==> config.mk <==
export PLATFORM = sky130hd
export DESIGN_NAME = ddr3_cmd_sequencer
export DESIGN_NICKNAME = d
export VERILOG_FILES = /design/src/rtl/ddr3_cmd_sequencer.sv
export SDC_FILE = /design/constraint.sdc
export NUM_CORES = 1
export LEC_CHECK = 0
export CORE_ASPECT_RATIO = 0.7
export CORE_MARGIN = 5
export CORE_UTILIZATION = 45
export DETAILED_ROUTE_END_ITERATION = 12
export GPL_ROUTABILITY_DRIVEN = 0
export PLACE_DENSITY_LB_ADDON = 0.12
export SETUP_SLACK_MARGIN = 0.4
export SLEW_MARGIN = 20
export SYNTH_ARGS = -nofsm -noshare
export SYNTH_HDL_FRONTEND = slang
export SYNTH_SLANG_ARGS = --single-unit
==> constraint.sdc <==
create_clock -name ck -period 2.9 [get_ports ck]
set_input_delay 0.435 -clock ck [delete_from_list [all_inputs] [get_ports ck]]
set_output_delay 0.435 -clock ck [all_outputs]
set_load 0.01 [all_outputs]
==> src/rtl/ddr3_cmd_sequencer.sv <==
// rtl/ddr3_cmd_sequencer.sv - closed-page DDR3 init, refresh and ACT->RD/WR(AP) command sequencer
// Optional write ODT window enabled by defining DDR3_SEQ_ODT_EN.
module ddr3_cmd_sequencer #(
  parameter int BA_BITS   = 3,
  parameter int ADDR_BITS = 14,
  parameter int ROW_BITS  = 14,
  parameter int COL_BITS  = 10,
  parameter logic [ADDR_BITS-1:0] MR0_VAL = 14'h0120,
  parameter logic [ADDR_BITS-1:0] MR1_VAL = 14'h0004,
  parameter logic [ADDR_BITS-1:0] MR2_VAL = 14'h0000,
  parameter logic [ADDR_BITS-1:0] MR3_VAL = 14'h0000,
  parameter int T_RST     = 200,
  parameter int T_CKE     = 500,
  parameter int T_XPR     = 60,
  parameter int T_MRD     = 4,
  parameter int T_MOD     = 12,
  parameter int T_ZQINIT  = 512,
  parameter int T_RCD     = 5,
  parameter int T_RD_DONE = 16,
  parameter int T_WR_DONE = 22,
  parameter int T_RFC     = 88,
  parameter int T_REFI    = 3120,
  parameter int T_ODT     = 6
) (
  input  logic                 ck,
  input  logic                 rst,
  input  logic                 req_valid,
  output logic                 req_ready,
  input  logic                 req_write,
  input  logic [BA_BITS-1:0]   req_bank,
  input  logic [ROW_BITS-1:0]  req_row,
  input  logic [COL_BITS-1:0]  req_col,
  output logic                 init_done,
  output logic                 mem_rst_n,
  output logic                 cke,
  output logic                 cs_n,
  output logic                 ras_n,
  output logic                 cas_n,
  output logic                 we_n,
  output logic [BA_BITS-1:0]   ba,
  output logic [ADDR_BITS-1:0] addr,
  output logic                 odt
);

  localparam int CW = 16;
  localparam logic [3:0] C_MRS = 4'b0000, C_REF = 4'b0001, C_ACT = 4'b0011, C_WR = 4'b0100;
  localparam logic [3:0] C_RD = 4'b0101, C_ZQCL = 4'b0110, C_NOP = 4'b0111, C_DESEL = 4'b1111;

  typedef enum logic [3:0] {
    S_RST_HOLD, S_CKE_WAIT, S_XPR_WAIT, S_MRS, S_MOD_WAIT, S_ZQ_WAIT,
    S_IDLE, S_RCD_WAIT, S_CAS_WAIT, S_REF_WAIT
  } state_t;

  state_t               state, state_d;
  logic [CW-1:0]        cnt, cnt_d, wait_tgt, ref_cnt, ref_cnt_d;
  logic                 wait_done, ref_expire;
  logic [1:0]           mrs_idx, mrs_idx_d;
  logic [3:0]           cmd, cmd_d;
  logic                 mem_rst_n_d, cke_d, init_done_d, req_ready_d, ref_pending, ref_pending_d;
  logic [BA_BITS-1:0]   ba_d, lat_bank, lat_bank_d;
  logic [ADDR_BITS-1:0] addr_d;
  logic [COL_BITS-1:0]  lat_col, lat_col_d;
  logic                 lat_write, lat_write_d;

  // Mode registers are loaded MR2, MR3, MR1, MR0.
  function automatic logic [BA_BITS+ADDR_BITS-1:0] mrs_entry(input logic [1:0] idx);
    case (idx)
      2'd0:    return {BA_BITS'(2), MR2_VAL};
      2'd1:    return {BA_BITS'(3), MR3_VAL};
      2'd2:    return {BA_BITS'(1), MR1_VAL};
      default: return {BA_BITS'(0), MR0_VAL};
    endcase
  endfunction

  always_ff @(posedge ck or posedge rst) begin
    if (rst) begin
      state       <= S_RST_HOLD;
      cnt         <= '0;
      mrs_idx     <= '0;
      ref_cnt     <= '0;
      ref_pending <= 1'b0;
      mem_rst_n   <= 1'b0;
      cke         <= 1'b0;
      cmd         <= C_DESEL;
      ba          <= '0;
      addr        <= '0;
      req_ready   <= 1'b0;
      init_done   <= 1'b0;
      lat_write   <= 1'b0;
      lat_bank    <= '0;
      lat_col     <= '0;
    end else begin
      state       <= state_d;
      cnt         <= cnt_d;
      mrs_idx     <= mrs_idx_d;
      ref_cnt     <= ref_cnt_d;
      ref_pending <= ref_pending_d;
      mem_rst_n   <= mem_rst_n_d;
      cke         <= cke_d;
      cmd         <= cmd_d;
      ba          <= ba_d;
      addr        <= addr_d;
      req_ready   <= req_ready_d;
      init_done   <= init_done_d;
      lat_write   <= lat_write_d;
      lat_bank    <= lat_bank_d;
      lat_col     <= lat_col_d;
    end
  end

  assign {cs_n, ras_n, cas_n, we_n} = cmd;

  // A wait of T cycles fires when the in-state counter reaches T-1.
  always_comb begin
    case (state)
      S_RST_HOLD: wait_tgt = CW'(T_RST - 1);
      S_CKE_WAIT: wait_tgt = CW'(T_CKE - 1);
      S_XPR_WAIT: wait_tgt = CW'(T_XPR - 1);
      S_MRS:      wait_tgt = CW'(T_MRD - 1);
      S_MOD_WAIT: wait_tgt = CW'(T_MOD - 1);
      S_ZQ_WAIT:  wait_tgt = CW'(T_ZQINIT - 1);
      S_RCD_WAIT: wait_tgt = CW'(T_RCD - 1);
      S_CAS_WAIT: wait_tgt = lat_write ? CW'(T_WR_DONE - 1) : CW'(T_RD_DONE - 1);
      S_REF_WAIT: wait_tgt = CW'(T_RFC - 1);
      default:    wait_tgt = '0;
    endcase
    wait_done = (cnt == wait_tgt);
    state_d   = state;
    mrs_idx_d = mrs_idx;
    cnt_d     = wait_done ? '0 : cnt + CW'(1);
    case (state)
      S_RST_HOLD: if (wait_done) state_d = S_CKE_WAIT;
      S_CKE_WAIT: if (wait_done) state_d = S_XPR_WAIT;
      S_XPR_WAIT: if (wait_done) begin
        state_d   = S_MRS;
        mrs_idx_d = 2'd1;
      end
      S_MRS: if (wait_done) begin
        if (mrs_idx == 2'd3) state_d = S_MOD_WAIT;
        else                 mrs_idx_d = mrs_idx + 2'd1;
      end
      S_MOD_WAIT: if (wait_done) state_d = S_ZQ_WAIT;
      S_ZQ_WAIT:  if (wait_done) state_d = S_IDLE;
      S_IDLE: begin
        cnt_d = '0;
        if (ref_pending)                  state_d = S_REF_WAIT;
        else if (req_valid && req_ready)  state_d = S_RCD_WAIT;
      end
      S_RCD_WAIT: if (wait_done) state_d = S_CAS_WAIT;
      S_CAS_WAIT: if (wait_done) state_d = S_IDLE;
      S_REF_WAIT: if (wait_done) state_d = S_IDLE;
      default:    state_d = S_RST_HOLD;
    endcase
  end

`ifdef DDR3_SEQ_ODT_EN
  logic       odt_q, odt_d;
  logic [7:0] odt_cnt, odt_cnt_d;

  always_ff @(posedge ck or posedge rst) begin
    if (rst) begin
      odt_q   <= 1'b0;
      odt_cnt <= '0;
    end else begin
      odt_q   <= odt_d;
      odt_cnt <= odt_cnt_d;
    end
  end

  assign odt = odt_q;
`else
  assign odt = 1'b0;
`endif

  always_comb begin
    mem_rst_n_d   = mem_rst_n;
    cke_d         = cke;
    init_done_d   = init_done;
    cmd_d         = cke ? C_NOP : C_DESEL;
    ba_d          = ba;
    addr_d        = addr;
    lat_write_d   = lat_write;
    lat_bank_d    = lat_bank;
    lat_col_d     = lat_col;
    ref_expire    = init_done && (ref_cnt == CW'(T_REFI - 1));
    ref_cnt_d     = (init_done && !ref_expire) ? ref_cnt + CW'(1) : '0;
    ref_pending_d = ref_pending;
    case (state)
      S_RST_HOLD: if (wait_done) mem_rst_n_d = 1'b1;
      S_CKE_WAIT: if (wait_done) begin
        cke_d = 1'b1;
        cmd_d = C_NOP;
      end
      S_XPR_WAIT, S_MRS: if (wait_done) begin
        cmd_d          = C_MRS;
        {ba_d, addr_d} = mrs_entry(mrs_idx);
      end
      S_MOD_WAIT: if (wait_done) begin
        cmd_d      = C_ZQCL;
        ba_d       = '0;
        addr_d     = '0;
        addr_d[10] = 1'b1;
      end
      S_ZQ_WAIT: if (wait_done) init_done_d = 1'b1;
      S_IDLE: begin
        if (ref_pending) begin
          cmd_d         = C_REF;
          ref_pending_d = 1'b0;
        end else if (req_valid && req_ready) begin
          cmd_d       = C_ACT;
          ba_d        = req_bank;
          addr_d      = ADDR_BITS'(req_row);
          lat_write_d = req_write;
          lat_bank_d  = req_bank;
          lat_col_d   = req_col;
        end
      end
      S_RCD_WAIT: if (wait_done) begin
        cmd_d                  = lat_write ? C_WR : C_RD;
        ba_d                   = lat_bank;
        addr_d                 = '0;
        addr_d[COL_BITS-1:0]   = lat_col;
        addr_d[10]             = 1'b1;
      end
      default: ;
    endcase
    // A fresh expiry wins over the clear so an interval is never dropped.
    if (ref_expire) ref_pending_d = 1'b1;
    req_ready_d = (state_d == S_IDLE) && !ref_pending_d && init_done_d;
`ifdef DDR3_SEQ_ODT_EN
    odt_d     = odt_q;
    odt_cnt_d = odt_cnt;
    if (odt_q) begin
      if (odt_cnt == 8'd0) odt_d = 1'b0;
      else                 odt_cnt_d = odt_cnt - 8'd1;
    end
    if (cmd_d == C_WR) begin
      odt_d     = 1'b1;
      odt_cnt_d = 8'(T_ODT - 1);
    end
`endif
  end

endmodule
After elaboration in Yosys (flattened, before gate mapping)
Cells that the tools add are included.
Widths: inputs -> output; s select.
- add/subtract/negate cells: 3
- eq/ne operators: 23
- mux-type cells: 46
- bitwise gates (word level): 1
- reduce and logical (&&, ||, !) cells: 18
- operators with widths (cell ; count):
    $pmux 9 s9 ; 1
    $mux 14 ; 5
    $mux 4 ; 17
    $pmux 14 s4 ; 1
    $mux 16 ; 3
    $pmux 16 s3 ; 1
    $add 16x1->16 const B ; 2
    $pmux 4 s8 ; 1
    $eq 4x3->1 const B ; 5
    $pmux 4 s5 ; 1
    $eq 16x12->1 const B ; 1
    $eq 16x16->1 ; 1
    $ne 2x2->1 const B ; 8
    $mux 3 ; 5
    $pmux 3 s4 ; 1
    $eq 4x2->1 const B ; 2
    $eq 4x4->1 const B ; 2
    $mux 2 ; 3
    $reduce_and 6->1 ; 1
    $logic_and 1x1->1 ; 5
    $mux 1 ; 5
    $mux 5 ; 1
    $eq 2x2->1 const B ; 2
    $eq 4x1->1 const B ; 1
    other kinds (14) ; 16
- register bits after elaboration: 78
- input bits: 31
- logic and storage cells: 106

Logic depth before layout (Yosys ltp)
Gate-level depths: netlist of the first run.
- depth in word-level cells: 8
- mapped depth: 12

Worst setup path after synthesis of the first run
Ideal clock, no wire load.
- path kind: reg2reg
- start point: register state[0]
- end point: register addr[0]
- arrival: 2.801 ns
- data required time: 2.773 ns
- path slack: -0.029 ns
- stages on the path, launching flop included: 12
- buffers on the path: 3
- cell sequence: dfrtp_1 buf_6 nor4b_1 a211oi_2 xnor2_1 or3_4 nor4_1 buf_2 o21ai_1 a21oi_4 buf_6 mux2_1
- word-level cells in the longest chain between the ends: 5
- elaborated cells on any way between the ends: 21
- those cells by class: eq/ne (15); mux (2); reduce/logical (4)
- ends and longest elaborated chain (item ; RTL line ; source):
    start: declaration ; 54 ; state_t state, state_d;
    start signal: assignment ; 93 ; state <= state_d;
    $eq 4x4->1, or another cell as far along ; 115 ; case (state)
    $pmux 9 s9 ; 115 ;
    $eq 16x16->1 ; 127 ; wait_done = (cnt == wait_tgt);
    $ne 2x2->1 (no source line) ; n/a ;
    $reduce_and 6->1 (no source line) ; n/a ;
    end signal: assignment ; 102 ; addr <= addr_d;
    end: declaration ; 41 ; output logic [ADDR_BITS-1:0] addr,
Parallel ways exist; a longest one is shown, timed or not.
A chain may end at the register's enable or synchronous reset.

Worst setup path in the final report of the first run
- start point: register state[3]
- end point: register req_ready
- word-level cells in the longest chain between the ends: 8
- elaborated cells on any way between the ends: 32
- those cells by class: eq/ne (11); mux (16); reduce/logical (5)
- ends and longest elaborated chain (item ; RTL line ; source):
    $eq 4x4->1, or another cell as far along ; 115, 131 ;
    $pmux 9 s9 ; 115 ;
    $eq 16x16->1 ; 127 ;
    $mux 4, or another cell as far along ; 143, 150, 151 ;
    $pmux 4 s8 (*) ; 131 ; case (state)
    via state_d[0] ; 54 ;
    $eq 4x3->1 (*) ; 229 ; req_ready_d = (state_d == S_IDLE) && !ref_pending_d && init_done_d;
    $logic_and 1x1->1 (*) (2 in a row) ; 229 ;
    via req_ready_d ; 59 ; logic mem_rst_n_d, cke_d, init_done_d, req_ready_d, ref_pending, ref_pending_d;
    end signal: assignment ; 103 ; req_ready <= req_ready_d;
    end: declaration ; 28 ; output logic req_ready,
Mark *: on every way through the listed nets, which the timed path passes. The rest lies on a longest branch.

==> reports/metrics.sh, run 1 <==
STATUS='completed'
HP-CLASS='reg2reg'
ARRIVAL_NS=3.08
NUM-FILL-CELLS=733
PRE_CTS_SLACK_NS=0.0875
DETAILED_PLACE_HPWL_UM=7040
GRT.OVERFLOW.TOTAL=0
CTS_TREE='yes'
TIMING.CRITICAL_PATH.FANOUT_MAX=4
IO_PORT_BUFS=55
MOST-COMMON-LAYOUT-CELLS='sky130_fd_sc_hd__dfrtp_1 (72), sky130_fd_sc_hd__clkdlybuf4s50_1 (55), sky130_fd_sc_hd__nor2_1 (47), sky130_fd_sc_hd__nand2_1 (29)'
AREA_USED_BY_MULTI_INPUT_COMBINATIONAL_LOGIC_SQ_UM=2260
REG2REG_SETUP_SLACK_NS=0.04
ENDPOINT='req_ready'
VIA_COUNT=3459
FINAL_MIN_PERIOD_OVER_CLOCK_PERIOD_PCT=98.6
CTS_BUFFER_DEPTH=2
NETLIST_INSTANCES=418
LAYOUT-DRIVE-GT1-SHARE_PCT=27.3
SLEW_HR_PCT=57.9
CTS-BUFFERS-INSERTED=9
CLOCKROOTBUFFER='sky130_fd_sc_hd__clkbuf_16'
FINISH.NET_COUNT=541
SYNTH_FLOP_CELL='sky130_fd_sc_hd__dfrtp_1'
WORST_SLACK_NS=0.0415
ROUTE.DETAILED.DRC=0
WORST_SLEW_PIN_SLEW_NS=0.629
SYNTH_SEQ_AREA_SHARE_PCT=47.4
POST_SYNTH_INSTANCE_AREA_SQ_UM=4130
CLK_PIN_SLEW_NS=0.06
STDCELL_COUNT=633
CRITICAL_PATH_REQUIRED_NS=3.12
CLKSINKCOUNT=78
LAYOUT.CORE_UTILIZATION_PCT=64.5
FINAL_MAX_SLEW_VIOL_COUNT=0
GRT.TOTAL_USAGE_PCT=19.2
DIE_AREA_SQ_UM=11200
DRTITER0DRC=248
FINALHOLDVIOLCOUNT=0
FIRST_PASS_ITERS=5
WORST_SETUP_PATH_STARTPOINT='state[3]'
GRT_START_MAX_NET_PINS=79
MET3_DEMAND_TO_CAPACITY_SHARE_IN_GLOBAL_ROUTING_PCT=7.41
VDD_DROP_MAX_uV=414
PLACEDCELLCOUNT=596
CLOCK_SKEW_NS=0.00659
INITIAL_ANTENNA_VIOLATION_COUNT=0
SYN_AVG_CELL_AREA_SQ_UM=9.87
WORSTREG2REGSTART='state[3]'
GRT_PASS1_VIAS=3381
MAX_H_TREE_LEVEL=3
FP.DIEW_UM=124
DRV.MAX_CAP_VIOLATION_COUNT=0
IO-PIN-COUNT=57
GROUTE.LAYER.MET1.USAGE_PCT=27.8
TIMING.REG2REG.WORST_PATH_DEPTH=9
PLACEMENTROWS=29
YS_FF_LATCH=78
UNREPAIRED_SETUP_ENDPOINTS_AFTER_GLOBAL_ROUTING='true'
ROUTE.FINAL.WIRE_LENGTH_UM=10900
ANTENNA_CELLS_INSERTED=0
POST_LAYOUT_MINIMUM_CYCLE_TIME_NS=2.86
SYN_TO_FINAL_GROWTH_PCT=40.6
SEQCELLAREA_SQ_UM=1960
TIMING.FMAX_GHz=0.350
WL_PER_CELL_UM=17.2
POWER.STATIC_LEAKAGE_nW=2.43
CTS-HOLD-FIX-BUFFERS=0
CRIT_PATH_START_KIND='flip-flop'
SETUP-VIOLATIONS-FINAL=0
YS_ASYNC_SR_FRACTION_PCT=100
SETUP.WORST_PATH.CLASS='reg2reg'
HOLD-WORST-SLACK_NS=0.459
SYNTHDISTINCTLIBCELLS=63
FIRST_PASS_GRT_WIRE_LENGTH_UM=17400
INSERTION_DELAY_NS=0.33
DIE-HEIGHT_UM=90.1
WORSTSETUPENDPOINTTYPE='flip-flop'
SYNTH_EDF_COUNT=0
CORE_AREA_SQ_UM=9000
SYNTH.NET_COUNT=455
YOSYS_WARNINGS=0
INITIAL_CELL_DENSITY_OF_THE_CORE_PCT=45.9
USE_MET2_PCT=26.8
ROUTED_VIA_DENSITY=5.46
GRT-BUSIEST-LAYER='met1'
POWER.DENSITY_nW_PER_UM2=424
LAYOUT_COMMONEST_CELL='sky130_fd_sc_hd__dfrtp_1'
DRTANTENNAVIOLNETS=0
REGTOREGENDPOINT='req_ready'
metrics by stage:
| step | area [sq um] | power, W | setup TNS, ns |
|---|---|---|---|
| 2_1_floorplan | 4210 | 0.00114 | 0 |
| 5_1_grt | 5800 | 0.00254 | -0.0264 |
| 4_1_cts | 5530 | 0.00248 | 0 |
| 3_3_place_gp | 5020 | 0.00121 | 0 |
| 3_5_place_dp | 5020 | 0.00121 | 0 |
| 6_report | 5800 | 0.00246 | 0 |
routing by layer:
metal | wire length (um) | up-vias
met3 | 840 | 18
met4 | 164 | 0
met2 | 4540 | 121
met1 | 5320 | 1681
li1 | - | 1639
met5 | 0 | -
where the power goes:
part           switching (W)  total [W]  internal (W)  leakage [nW]
registers         0.00000447    0.00110       0.00110          1.02
logic              0.0000351  0.0000918     0.0000568          1.25
clock network       0.000429    0.00127      0.000840         0.161
total               0.000468    0.00246       0.00199          2.43
cell families after synthesis:
kind of cell | count (synthesis) | share of synthesized area [%]
other cells | 1 | 0.0909
fa+ha+maj | 7 | 2.06
buf+inv | 40 | 4.43
flops | 78 | 47.4
xor+xnor | 33 | 7.00
simple gates | 160 | 18.5
compound gates | 62 | 10.6
mux | 37 | 9.88
registers in the layout (all words and copies together), names as in the netlist:
register,count
req_ready,1
cke,1
ba,3
ref_cnt,16
ref_pending,1
lat_col,10
addr,14
state,4
init_done,1
cmd,4
mem_rst_n,1
mrs_idx,2
lat_bank,3
lat_write,1
cnt,16
layout make-up:
class / instances / area share (%)
Timing Repair Buffer: 95 / 17.7
Inverter: 19 / 1.23
Multi-Input combinational cell: 301 / 38.9
Clock inverter: 4 / 1.64
Tap cell: 124 / 2.67
Sequential cell: 78 / 33.8
Clock buffer: 12 / 4.08
worst min-delay path by stage:
stage	start	to	slack (ns)	depth (start not counted)
after floorplan	ref_cnt[0]	ref_cnt[0]	0.42	1
after global placement	ref_cnt[0]	ref_cnt[0]	0.45	1
after detailed placement	cke	cmd[3]	0.45	1
after CTS	cke	cmd[3]	0.46	1
after global routing	cke	cmd[3]	0.47	1
final	ref_cnt[0]	ref_cnt[0]	0.46	1
synth_stat cells, drive strengths merged, types with 4 or more instances:
| cell type | n | share of area (%) |
|---|---|---|
| a211oi | 4 | 0.97 |
| a21oi | 13 | 1.8 |
| and3 | 5 | 0.76 |
| buf | 14 | 2.1 |
| clkbuf | 7 | 0.64 |
| dfrtp | 74 | 45 |
| dfstp | 4 | 2.5 |
| ha | 6 | 1.8 |
| inv | 19 | 1.7 |
| mux2 | 27 | 7.5 |
| mux2i | 10 | 2.4 |
| nand2 | 29 | 2.6 |
| nand3 | 20 | 2.4 |
| nand4 | 9 | 1.4 |
| nor2 | 63 | 5.7 |
| nor3 | 8 | 0.97 |
| nor4 | 5 | 0.76 |
| o21ai | 15 | 1.8 |
| o22ai | 4 | 0.76 |
| xnor2 | 17 | 3.6 |
| xor2 | 16 | 3.4 |
worst max-delay path: stages (launching register included):
cell                       delay [ns]
sky130_fd_sc_hd__dfrtp_2         0.45
sky130_fd_sc_hd__buf_12          0.15
sky130_fd_sc_hd__nor4b_4         0.29
sky130_fd_sc_hd__a211oi_2        0.08
sky130_fd_sc_hd__xnor2_1         0.14
sky130_fd_sc_hd__or3_4           0.38
sky130_fd_sc_hd__or4_4           0.55
sky130_fd_sc_hd__mux2_4          0.33
sky130_fd_sc_hd__o22ai_4         0.15
sky130_fd_sc_hd__and4b_1         0.22
timing repair:
action,CTS,global route
gates resized for setup,13,60
pin swaps,7,1
setup endpoints to repair,41,43
gates cloned,1,1
setup buffers,12,7
No activity file was read; power rests on OpenSTA's default activity.
==> run 2: changes to the inputs <==
--- a/config.mk
+++ b/config.mk
@@ -5,6 +5,7 @@
 export SDC_FILE = /design/constraint.sdc
 export NUM_CORES = 1
 export LEC_CHECK = 0
+export CAP_MARGIN = 20
 export CORE_ASPECT_RATIO = 0.7
 export CORE_MARGIN = 5
 export CORE_UTILIZATION = 45
@@ -12,7 +13,7 @@
 export GPL_ROUTABILITY_DRIVEN = 0
 export PLACE_DENSITY_LB_ADDON = 0.12
 export SETUP_SLACK_MARGIN = 0.4
-export SLEW_MARGIN = 20
+export SLEW_MARGIN = 10
 export SYNTH_ARGS = -nofsm -noshare
 export SYNTH_HDL_FRONTEND = slang
 export SYNTH_SLANG_ARGS = --single-unit
==> results of run 2 <==
No change in the layout: final DEF, timing and power equal those of run 1.
